$ cat src/rtl/frame_link_pkg.sv
// frame_link_pkg: frame-link defaults shared by send_frame and receive_frame,
// plus the receiver state encoding.
package frame_link_pkg;
   localparam int FRAME_BITS = 12;
   localparam int FRAME_LAST = 100;
   typedef enum logic [1:0] {IDLE, SHIFT, GAP} rx_state_t;
endpackage

$ cat src/rtl/receive_frame_if.sv
// receive_frame_if: link-side and consumer-side signals of receive_frame.
// idle_error exists only when RX_FRAME_IDLE_CHECK_EN is defined.
interface receive_frame_if
   import frame_link_pkg::*;
#(
   parameter int FRAME_BITS = frame_link_pkg::FRAME_BITS
);
   logic                  en_receive_frame;
   logic                  data_in;
   logic [FRAME_BITS-1:0] frame_out;
   logic                  frame_valid;
   logic                  done_receiving_frame;
`ifdef RX_FRAME_IDLE_CHECK_EN
   logic                  idle_error;
   modport master (
      output en_receive_frame, data_in,
      input  frame_out, frame_valid, done_receiving_frame, idle_error
   );
   modport slave (
      input  en_receive_frame, data_in,
      output frame_out, frame_valid, done_receiving_frame, idle_error
   );
`else
   modport master (
      output en_receive_frame, data_in,
      input  frame_out, frame_valid, done_receiving_frame
   );
   modport slave (
      input  en_receive_frame, data_in,
      output frame_out, frame_valid, done_receiving_frame
   );
`endif
endinterface

$ cat src/rtl/receive_frame.sv
// receive_frame: reassembles the LSB-first serial frame from send_frame and pulses done each period.
// Optional RX_FRAME_IDLE_CHECK_EN flags any 1 sampled during the idle gap.
module receive_frame #(
   parameter int FRAME_BITS = frame_link_pkg::FRAME_BITS,
   parameter int FRAME_LAST = frame_link_pkg::FRAME_LAST
) (
   input logic            clk,
   input logic            rst_n,
   receive_frame_if.slave bus
);
   import frame_link_pkg::*;
   localparam int CW = $clog2(FRAME_LAST + 1);
   localparam logic [CW-1:0] BITS_C = CW'(FRAME_BITS);
   localparam logic [CW-1:0] LAST_C = CW'(FRAME_LAST);
   rx_state_t             state, state_nx;
   logic [CW-1:0]         cnt, cnt_nx;
   logic [FRAME_BITS-1:0] shreg, shreg_nx;
   logic                  en, at_last, capture;
   assign en      = bus.en_receive_frame;
   assign at_last = en && cnt == LAST_C;
   assign capture = en && state == SHIFT && cnt == BITS_C;
   always_comb begin
      state_nx = state;
      cnt_nx   = cnt;
      shreg_nx = shreg;
      if (en) begin
         cnt_nx   = at_last ? '0 : cnt + 1'b1;
         state_nx = state == IDLE ? SHIFT :
                    state == SHIFT && cnt == BITS_C ? GAP :
                    state == GAP && cnt == LAST_C ? IDLE : state;
         // the transmitter lags one cycle, so bit i arrives on the edge with cnt == i+1
         for (int i = 0; i < FRAME_BITS; i++)
            if (state == SHIFT && cnt == CW'(i + 1)) shreg_nx[i] = bus.data_in;
      end
   end
   always_ff @(posedge clk or negedge rst_n)
      if (!rst_n) begin
         state                    <= IDLE;
         cnt                      <= '0;
         shreg                    <= '0;
         bus.frame_out            <= '0;
         bus.frame_valid          <= 1'b0;
         bus.done_receiving_frame <= 1'b0;
      end else begin
         state                    <= state_nx;
         cnt                      <= cnt_nx;
         shreg                    <= shreg_nx;
         if (capture) bus.frame_out <= shreg_nx;
         bus.frame_valid          <= capture;
         bus.done_receiving_frame <= at_last;
      end
`ifdef RX_FRAME_IDLE_CHECK_EN
   logic err_seen, gap_hit;
   assign gap_hit = en && state == GAP && bus.data_in;
   always_ff @(posedge clk or negedge rst_n)
      if (!rst_n) begin
         err_seen       <= 1'b0;
         bus.idle_error <= 1'b0;
      end else begin
         err_seen       <= at_last ? 1'b0 : err_seen | gap_hit;
         bus.idle_error <= at_last && (err_seen || gap_hit);
      end
`endif
endmodule

$ cat src/flat_wrapper.sv
// flat-port wrapper written by rule: the top's interface ports become plain ports
module receive_frame_flat import frame_link_pkg::*;
#(
   parameter int FRAME_BITS = frame_link_pkg::FRAME_BITS,
   parameter int FRAME_LAST = frame_link_pkg::FRAME_LAST
)
  (clk, rst_n, bus_en_receive_frame, bus_data_in, bus_frame_out, bus_frame_valid, bus_done_receiving_frame);
  receive_frame_if #(.FRAME_BITS(FRAME_BITS)) bus_i ();
  input logic clk;
  input logic rst_n;
  input wire logic [$bits(bus_i.en_receive_frame)-1:0] bus_en_receive_frame;
  input wire logic [$bits(bus_i.data_in)-1:0] bus_data_in;
  output wire logic [$bits(bus_i.frame_out)-1:0] bus_frame_out;
  output wire logic [$bits(bus_i.frame_valid)-1:0] bus_frame_valid;
  output wire logic [$bits(bus_i.done_receiving_frame)-1:0] bus_done_receiving_frame;
  assign bus_i.en_receive_frame = bus_en_receive_frame;
  assign bus_i.data_in = bus_data_in;
  assign bus_frame_out = bus_i.frame_out;
  assign bus_frame_valid = bus_i.frame_valid;
  assign bus_done_receiving_frame = bus_i.done_receiving_frame;
  receive_frame #(.FRAME_BITS(FRAME_BITS), .FRAME_LAST(FRAME_LAST)) u_core (.clk(clk), .rst_n(rst_n), .bus(bus_i));
endmodule
$ cat config.mk
export PLATFORM = sky130hd
export DESIGN_NAME = receive_frame_flat
export DESIGN_NICKNAME = d
export VERILOG_FILES = /design/src/rtl/frame_link_pkg.sv /design/src/rtl/receive_frame_if.sv /design/src/rtl/receive_frame.sv /design/src/flat_wrapper.sv
export SDC_FILE = /design/constraint.sdc
export NUM_CORES = 1
export LEC_CHECK = 0
export CELL_PAD_IN_SITES_DETAIL_PLACEMENT = 1
export CELL_PAD_IN_SITES_GLOBAL_PLACEMENT = 2
export CORE_MARGIN = 4
export CORE_UTILIZATION = 35
export DETAILED_ROUTE_END_ITERATION = 8
export GPL_ROUTABILITY_DRIVEN = 0
export PLACE_DENSITY_LB_ADDON = 0.2
export SLEW_MARGIN = 30
export SYNTH_ARGS = -nofsm -noshare
export SYNTH_HDL_FRONTEND = slang
export SYNTH_SLANG_ARGS = --single-unit
$ cat constraint.sdc
create_clock -name clk -period 3.65 [get_ports clk]
set_clock_uncertainty 0.2 [all_clocks]
set_input_delay 1.095 -clock clk [delete_from_list [all_inputs] [get_ports clk]]
set_output_delay 1.095 -clock clk [all_outputs]
set_load 0.02 [all_outputs]
==> qor.yml <==
routing:
  dr.pass1.iters: 3
  routedWlPerCell_microns: 15.90
  routed_via_density: 5.095
  ant_nets: 0
  drt_wl_total_microns: 3179
  drt_iter0_drc: 44
  post-route-drc-count: 0
  vias: 1019
setup_path:
  crit_type: "in2reg"
  critPathRequiredTime_ns: 3.61
  startpoint_type: "input pin"
  crit_start: "bus_en_receive_frame"
  r2r-end: "u_core.cnt[2]$_DFFE_PN0P_"
  crit_fanout: 15
  worstPathArrival_ns: 2.59
  end_kind: "flip-flop"
  ff2ff_path_depth: 6
  r2r_start: "u_core.cnt[0]$_DFFE_PN0P_"
  reg2reg_slack_ns: 1.74
placed_design:
  pre_cts_slack_ns: 0.7306
  place_area_sq_mm: 0.001829
  place_hpwl_microns: 2224
  port_buffers: 17
synthesis:
  postSynthCellCount: 125
  ys_top_cells_by_count: "34 x dfrtp_1, 18 x mux2_2, 12 x nand3_1"
  synth_top_area_frac: 0.5313
  ys.flop_type: "dfrtp_1"
  synth.most_common_cell: "dfrtp_1"
  synth_top_area_cell: "dfrtp_1"
  syn_area_sq_mm: 0.001602
  synth-seq-area-share: 0.5313
  yosys_warnings: 0
  netlist-cell-type-count: 30
  synth_edf_count: 0
  synthTopCellsByArea: "dfrtp_1 53%, mux2_2 13%, mux2_4 5.6%"
  async_reset_ff_frac: 1.000
  synth_seq_cells: 34
  syn-num-nets: 133
  synth.avg_cell_area_sq_um: 12.81
pwr:
  swShare: 0.3127
  pwr-share-comb: 0.213
  peakVddDrop_uv: 213.9
  p_leak_nw: 0.9194
  p_int_mw: 0.7004
  p_per_area_mw_per_mm2: 526.5
  clock_power_share: 0.322
  power_mw: 1.019
  p_switching_mw: 0.3187
  power.share.sequential: 0.465
sta:
  tightest_slew_ns: 0.4364
  relSlewSlack: 0.7085
  drv_slew: 0
  fin_ws_ns: 1.022
  period_share: 0.7201
  hold_viol: 0
  max_freq_ghz: 0.3805
  tns_ns: 0
  setup_viol: 0
  rsz0062_at_grt: "no"
  fin_crit_ns: 2.628
floorplan:
  fp.dieW_microns: 75.65
  core_area_sq_mm: 0.004384
  start_util: 0.3653
  row_count: 24
  fp.dieH_microns: 75.65
  die_area_sq_mm: 0.005722
  io_pins: 18
layout:
  layout-drive-gt1-share: 0.2703
  final_nets: 155
  syn_to_final_growth_pct: 20.86
  fin_util: 0.4415
  antenna_cells: 0
  fillers: 469
  design_area_sq_mm: 0.001936
worst_hold_path:
  hp-start: "u_core.shreg[0]$_DFF_PN0_"
  hold_end: "u_core.shreg[0]$_DFF_PN0_"
  hold_path_class: "reg2reg"
  min_path_cells: 1
clocking:
  clockBufferDepth: 2
  clock-sinks: 34
  post-cts-setup-buffers: 0
  cts_tree: "yes"
  clkTransAtPathRegs_ns: 0.07
  insertion_delay_ns: 0.27
  htreeDepth: 2
  cts_root_buf: "clkbuf_8"
  cts-resized-gates: 0
  cts_buffers: 5
  cts_hold_buf: 0
global_route:
  grt_usage: 0.1286
  overflow: 0
  grt_max_degree: 35
  grt_pass1_vias: 1143
  grt_first_pass_wirelength_microns: 5444
  antenna_found_initial: 0
job:
  maxCapViolations: 0
outcome:
  outcome: "completed"
## critical path: stages
cell	delay, ns
clkdlybuf4s50_1	0.49
nand2b_1	0.11
nor4_4	0.23
nand3_4	0.29
mux2_4	0.38
## per-stage QoR
step	hold slack, ns	cells
6_report	0.3022	200
5_1_grt	0.3182	200
4_1_cts	0.3065	200
3_5_place_dp	0.2900	192
3_3_place_gp	0.2802	192
2_1_floorplan	0.2726	125
## power by group through the flow
stage,registers (mW),logic [mW],clock network [mW]
after floorplan,0.462,0.161,0
after global placement,0.477,0.215,0
after detailed placement,0.482,0.224,0
after CTS,0.475,0.224,0.343
after global routing,0.482,0.251,0.365
final,0.474,0.217,0.328
## registers in the layout (all words and copies together) (netlist names)
name / cells
u_core.bus.frame_out: 12
u_core.state: 2
u_core.shreg: 11
u_core.bus.done_receiving_frame: 1
u_core.cnt: 7
u_core.bus.frame_valid: 1
## area by class of cell
type	count	area, sq um	share of cell area
repair buffers	20	192.7	0.09955
flip-flops and latches	34	850.8	0.4396
well taps	52	65.06	0.03361
clock buffers	7	76.32	0.03943
multi-input cells	81	701.9	0.3626
clock inverters	1	30.03	0.01551
inverters	5	18.77	0.009696
## kinds of logic (layout without fill, tap and decap cells)
kind of cell | count (synthesis) | count (layout) | share of synthesized area
buf+inv | 10 | 33 | 0.03047
compound gates | 17 | 17 | 0.07578
xor+xnor | 3 | 3 | 0.01641
mux | 24 | 24 | 0.1828
fa+ha+maj | 4 | 4 | 0.03125
simple gates | 33 | 33 | 0.1320
flops | 34 | 34 | 0.5313
## worst max-delay path by stage
stage / endpoint / slack, ns
6_report: u_core.bus.frame_out[1]$_DFFE_PN0P_ / 1.02
5_1_grt: u_core.bus.frame_out[1]$_DFFE_PN0P_ / 0.95
4_1_cts: u_core.bus.frame_out[1]$_DFFE_PN0P_ / 1.02
3_5_place_dp: u_core.bus.frame_out[1]$_DFFE_PN0P_ / 0.73
3_3_place_gp: u_core.bus.frame_out[1]$_DFFE_PN0P_ / 0.76
2_1_floorplan: u_core.bus.frame_out[0]$_DFFE_PN0P_ / 1.32
## layout by cell type, fill, tap and decap left out, types with 2 or more instances in the layout
cell             netlist  layout
a21boi_0              10      10
a31oi_1                3       3
and2_1                 2       2
buf_4                  1       3
clkbuf_1               3       2
clkbuf_8               0       5
clkdlybuf4s50_1        0      17
dfrtp_1               34      34
ha_1                   4       4
inv_1                  5       5
mux2_2                18      18
mux2_4                 6       6
nand2_1                4       4
nand3_1               12      12
nor2_1                 5       5
xnor2_1                2       2
## metal layers
| layer | GRT usage | share of wire | vias to the layer above | wire length [microns] |
|---|---|---|---|---|
| li1 | - | - | 485 | - |
| met1 | 0.1598 | 0.46 | 513 | 1447 |
| met2 | 0.2052 | 0.49 | 16 | 1550 |
| met3 | 0.03958 | 0.044 | 5 | 139 |
| met4 | 0.05825 | 0.013 | 0 | 42 |
| met5 | 0 | 0 | - | 0 |
Power figures use the tool's default switching activity.
